`config.mk`:
```
export PLATFORM = sky130hd
export DESIGN_NAME = filter_line_sequencer
export DESIGN_NICKNAME = d
export VERILOG_FILES = /design/src/rtl/filter_line_sequencer.sv
export SDC_FILE = /design/constraint.sdc
export NUM_CORES = 1
export LEC_CHECK = 0
export BUFFER_PORTS_ARGS = -buffer_cell sky130_fd_sc_hd__buf_2
export CAP_MARGIN = 20
export CORE_ASPECT_RATIO = 1.2
export CORE_MARGIN = 2
export CORE_UTILIZATION = 36
export CTS_CLUSTER_SIZE = 40
export DETAILED_ROUTE_END_ITERATION = 12
export PLACE_DENSITY = 0.6
export SYNTH_ARGS = -nofsm -noshare
export SYNTH_HDL_FRONTEND = slang
export SYNTH_SLANG_ARGS = --single-unit
```
`constraint.sdc`:
```
create_clock -name clk -period 5.4 [get_ports clk]
set_clock_uncertainty 0.05 [all_clocks]
set_input_delay 0.27 -clock clk [delete_from_list [all_inputs] [get_ports clk]]
set_output_delay 0.27 -clock clk [all_outputs]
set_load 0.1 [all_outputs]
```
`src/rtl/filter_line_sequencer.sv`:
```
// filter_line_sequencer
// Streaming front/back end for the 3x3 line-buffer filter stage. Raster RGB565
// pixels are written line by line into the filter's row RAMs (one unbroken
// write-enable pulse per line), then the read cursor is swept across the line
// and each filtered pixel is handed downstream on a valid/ready stream.
// Optional build macro FILTER_SEQ_STATS_EN adds the stall_cycles counter port.
module filter_line_sequencer #(
  parameter int BLOCK_LENGTH = 240,
  parameter int ROWS         = 240,
  parameter int HOLD         = 3
) (
  input  logic        clk,
  input  logic        reset,
  input  logic        frame_start,
  input  logic [15:0] s_data,
  input  logic        s_valid,
  output logic        s_ready,
  output logic [15:0] m_data,
  output logic        m_valid,
  input  logic        m_ready,
  output logic        m_last,
  output logic [15:0] f_d_in,
  output logic        f_wren,
  output logic [9:0]  f_cursor,
  input  logic [15:0] f_d_out,
  input  logic        f_d_rdy,
  output logic        busy,
  output logic        frame_done
`ifdef FILTER_SEQ_STATS_EN
  ,
  output logic [31:0] stall_cycles
`endif
);

  localparam int ROW_W  = $clog2(ROWS + 1);
  localparam int HOLD_W = $clog2(HOLD + 2);

  localparam logic [9:0]        LAST_COL   = 10'(BLOCK_LENGTH - 1);
  localparam logic [ROW_W-1:0]  LAST_ROW   = ROW_W'(ROWS);
  // row_in value while the third line of a frame is being written
  localparam logic [ROW_W-1:0]  PRIME_LAST = ROW_W'(2);
  localparam logic [HOLD_W-1:0] HOLD_C     = HOLD_W'(HOLD);

  typedef enum logic [2:0] {
    IDLE,
    WRITE,
    SETTLE,
    READ,
    EMIT
  } state_t;

  state_t              r_state;
  logic [9:0]          r_col;
  logic [ROW_W-1:0]    r_row_in;
  logic [HOLD_W-1:0]   r_hold;
  logic                r_to_read;   // SETTLE destination: 1 = READ, 0 = WRITE

  logic                r_s_ready;
  logic [15:0]         r_m_data;
  logic                r_m_valid;
  logic                r_m_last;
  logic [15:0]         r_d_in;
  logic                r_wren;
  logic [9:0]          r_cursor;
  logic                r_busy;
  logic                r_frame_done;

  logic w_s_accept;
  logic w_line_end;
  logic w_edge_col;
  logic w_hold_done;
  logic w_primed;
  logic w_more_rows;

  assign w_s_accept  = r_s_ready & s_valid;
  assign w_line_end  = (r_col == LAST_COL);
  assign w_edge_col  = (r_col == 10'd0) | w_line_end;
  assign w_hold_done = (r_hold == HOLD_C);
  assign w_primed    = (r_row_in >= PRIME_LAST);
  assign w_more_rows = (r_row_in < LAST_ROW);

  // Frame sequencer: every output is a register updated alongside the state.
  always_ff @(posedge clk or posedge reset) begin
    if (reset) begin
      r_state      <= IDLE;
      r_col        <= '0;
      r_row_in     <= '0;
      r_hold       <= '0;
      r_to_read    <= 1'b0;
      r_s_ready    <= 1'b0;
      r_m_data     <= '0;
      r_m_valid    <= 1'b0;
      r_m_last     <= 1'b0;
      r_d_in       <= '0;
      r_wren       <= 1'b0;
      r_cursor     <= '0;
      r_busy       <= 1'b0;
      r_frame_done <= 1'b0;
    end else begin
      r_frame_done <= 1'b0;
      case (r_state)
        IDLE: begin
          if (frame_start) begin
            r_state   <= WRITE;
            r_busy    <= 1'b1;
            r_s_ready <= 1'b1;
            r_col     <= '0;
            r_row_in  <= '0;
          end
        end

        WRITE: begin
          // Held high through the edge after the last accept so the final
          // pixel of the line still lands in the RAM.
          r_wren <= 1'b1;
          if (w_s_accept) begin
            r_d_in   <= s_data;
            r_cursor <= r_col;
            if (w_line_end) begin
              r_col     <= '0;
              r_row_in  <= r_row_in + ROW_W'(1);
              r_s_ready <= 1'b0;
              r_to_read <= w_primed;
              r_state   <= SETTLE;
            end else begin
              r_col <= r_col + 10'd1;
            end
          end
        end

        SETTLE: begin
          // One low cycle on wren so the filter sees a fresh rising edge.
          r_wren <= 1'b0;
          if (r_to_read) begin
            r_state  <= READ;
            r_cursor <= r_col;
            r_hold   <= '0;
          end else begin
            r_state   <= WRITE;
            r_s_ready <= 1'b1;
          end
        end

        READ: begin
          if (w_edge_col) begin
            // Border columns have no full neighbourhood: emit black at once.
            r_m_data  <= 16'h0000;
            r_m_valid <= 1'b1;
            r_m_last  <= w_line_end;
            r_state   <= EMIT;
          end else if (w_hold_done && f_d_rdy) begin
            r_m_data  <= f_d_out;
            r_m_valid <= 1'b1;
            r_m_last  <= w_line_end;
            r_state   <= EMIT;
          end else if (!w_hold_done) begin
            r_hold <= r_hold + HOLD_W'(1);
          end
        end

        EMIT: begin
          if (m_ready) begin
            r_m_valid <= 1'b0;
            r_m_last  <= 1'b0;
            if (!w_line_end) begin
              r_col    <= r_col + 10'd1;
              r_cursor <= r_col + 10'd1;
              r_hold   <= '0;
              r_state  <= READ;
            end else if (w_more_rows) begin
              r_col     <= '0;
              r_to_read <= 1'b0;
              r_state   <= SETTLE;
            end else begin
              r_frame_done <= 1'b1;
              r_busy       <= 1'b0;
              r_state      <= IDLE;
            end
          end
        end

        default: r_state <= IDLE;
      endcase
    end
  end

  assign s_ready    = r_s_ready;
  assign m_data     = r_m_data;
  assign m_valid    = r_m_valid;
  assign m_last     = r_m_last;
  assign f_d_in     = r_d_in;
  assign f_wren     = r_wren;
  assign f_cursor   = r_cursor;
  assign busy       = r_busy;
  assign frame_done = r_frame_done;

`ifdef FILTER_SEQ_STATS_EN
  logic [31:0] r_stall_cycles;
  logic        w_stall;

  assign w_stall = (r_m_valid & ~m_ready) | ((r_state == WRITE) & ~s_valid);

  // Saturating count of downstream back-pressure and upstream starvation cycles.
  always_ff @(posedge clk or posedge reset) begin
    if (reset) begin
      r_stall_cycles <= '0;
    end else if ((r_state == IDLE) && frame_start) begin
      r_stall_cycles <= '0;
    end else if (w_stall && (r_stall_cycles != 32'hFFFF_FFFF)) begin
      r_stall_cycles <= r_stall_cycles + 32'd1;
    end
  end

  assign stall_cycles = r_stall_cycles;
`endif

endmodule

```
==> metrics.csv <==
stage,metric,value,unit
synthesis,yosys_warnings,0,
clock_network,max-clock-path-buffers,2,
finish,syn_to_final_growth,22.4,%
grt,antenna_found_initial,0,
outcome,status,finished clean,
detailed_routing,num_vias,2787,
setup_path,start_kind,register,
grt,overflow,0,
detailed_routing,drt-pass1-iter-count,4,
synthesis,syn_inst,328,
clock_network,cts_htree_levels,3,
synthesis,yosysMostFrequentCell,dfrtp_1,
clock_network,post_cts_buffers,0,
clock_network,clk_latency,330,ps
setup_path,regToRegSetupSlack,2710,ps
floorplan,ios,86,
placement,dpl.hpwl,5530,um
clock_network,clk_pin_slew_worst_paths,60,ps
placement,port_buffers,85,
synthesis,synth_top_cell_by_area,dfrtp_1,
timing,rsz0062_at_grt,false,
synthesis,synth_edf_count,0,
floorplan,fp.dieH,114,um
floorplan,start_util,36.6,%
synthesis,yosys_most_used_dff,dfrtp_1,
detailed_routing,avgViaCountPerCell,5.19,
clock_network,clock-sinks,73,
setup_path,path_class,register to register,
job,cap_viol_max_count,0,
floorplan,dieWidth,95.4,um
finish,diodes,0,
clock_network,cts_tree,done,
timing,hold_violations,0,
timing,finalSetupViolations,0,
min_path,hold_depth,2,
min_path,hold_path_class,input pin to register,
synthesis,netlist_area,3610,um^2
grt,grt_pass1_vias,2594,
grt,grt_max_degree,74,
timing,fmax,0.372,GHz
timing,fin_crit_sh,49.7,%
synthesis,ys_seq_area_share,50.7,%
setup_path,cp_max_fo,19,
grt,gr-usage-all-layers,15.5,%
synthesis,synthDistinctLibCells,61,
detailed_routing,first_iter_violations,169,
detailed_routing,detail_route.wl_per_cell,14.9,um
detailed_routing,drt-total-wl,7980,um
timing,maxSlewViolCount,0,
setup_path,reg2reg_depth,4,
setup_path,arrival,2880,ps
timing,maxSlewHeadroom,37.8,%
finish,n_fill_cell,960,
synthesis,yosys_register_bits,73,
detailed_routing,drtAntennaViolNets,0,
timing,period_needed,2690,ps
synthesis,synth_area_leaders,"dfrtp_1, mux2_2, a22o_1, nand2_1, mux2i_1",
clock_network,cts_root_buf,clkbuf_16,
detailed_routing,drc_errors,0,
clock_network,cts_resized,0,
floorplan,rows,40,
placement,gp_congestion,0.781,
timing,tns,0,ps
clock_network,numCtsBuffers,9,
synthesis,ys_async_sr_fraction,100,%
grt,grt_pass1_wl,13000,um
setup_path,endpoint_kind,register,
floorplan,die_area,10800,um^2
setup_path,critPathRequiredTime,5590,ps
clock_network,hold_buffers,0,
finish,post_route_cells_drive_above_1_share,35.0,%
floorplan,core_area,9860,um^2
synthesis,syn-mean-instance-area,11.0,um^2
synthesis,synthesis.nets,372,
finish,final_nets,450,
synthesis,synthTopCellsByCount,"dfrtp_1, nand2_1, mux2_2",
timing,tightest_slew,933,ps
synthesis,synth_top_area_share,50.7,%
kinds of logic (layout without fill, tap and decap cells):
logic type               count (synthesis)  count (layout)  synth area share (%)
multiplexers                            29              29                  8.71
AND/OR/NAND/NOR                        102             102                  15.3
flip-flops                              73              73                  50.7
AO/OA/AOI/OAI                           78              78                  16.1
adder cells (fa/ha/maj)                  6               6                  2.08
buffers and inverters                   30             113                  4.75
XOR/XNOR                                10              10                  2.43
through the flow:
stage	worst slack (ps)	instances	cell area (um^2)	hold WS (ps)	utilization, %
4_1_cts	2660	537	4410	91.3	44.8
6_report	2710	537	4410	99.7	44.8
5_1_grt	2470	537	4410	91.5	44.8
2_1_floorplan	2980	328	3610	332	-
3_3_place_gp	2770	521	4070	410	41.3
3_5_place_dp	2670	521	4070	417	41.3
state kept, by name (all words and copies together), names as in the netlist:
register,cells
busy,1
f_cursor,10
f_d_in,16
f_wren,1
frame_done,1
m_data,16
m_last,1
m_valid,1
r_col,10
r_hold,3
r_row_in,8
r_state,3
r_to_read,1
s_ready,1
metal layers:
metal  vias to the layer above  track usage [%]  routed length, um
met5                         -                0                  0
met4                         0             6.76                153
met3                        11             3.83                350
met2                        63             23.6               3840
met1                      1366             20.8               3630
li1                       1347                -                  -
critical path: stages (launching register included):
cell and delay [ps]:
dfrtp_1 670, or3b_2 620, nor2_2 720, nand2_1 240
o31ai_1 290
layout make-up:
cell class	count	area [um^2]	share of cell area [%]
tap	126	158	3.57
multi-input combinational	225	1610	36.4
sequential	73	1830	41.4
timing repair buffer	88	448	10.1
inverter	9	33.8	0.765
clock inverter	4	73.8	1.67
clock buffer	12	267	6.04
placed cells by master (no fill, tap or decap), drive strengths merged, types with 3 or more instances in the layout:
master,instances
a21o,3
o21ai,18
nand2b,5
nand4,10
dfrtp,73
ha,6
xnor2,8
nor3,3
mux2,19
buf,88
nand3,11
a22o,18
mux2i,10
and3,3
a21oi,15
nor4,3
clkbuf,12
o31ai,5
inv,9
nor2b,4
nor2,19
nand2,28
worst paths after layout:
| path | end | start |
|---|---|---|
| min | m_data[4]$_DFFE_PP0P_ | f_d_out[4] |
| max | r_row_in[4]$_DFFE_PP0P_ | r_state[0]$_DFFE_PP0P_ |
| max in group asynchronous | r_col[7]$_DFFE_PP0P_ | reset |
| min in group asynchronous | m_data[0]$_DFFE_PP0P_ | reset |
| min reg2reg | f_cursor[5]$_DFFE_PP0P_ | f_cursor[5]$_DFFE_PP0P_ |
| max reg2reg | r_row_in[4]$_DFFE_PP0P_ | r_state[0]$_DFFE_PP0P_ |
Power is left out: the tool's default activity adds up to more than one toggle a clock period on the data nets, which glitch-free logic cannot reach.
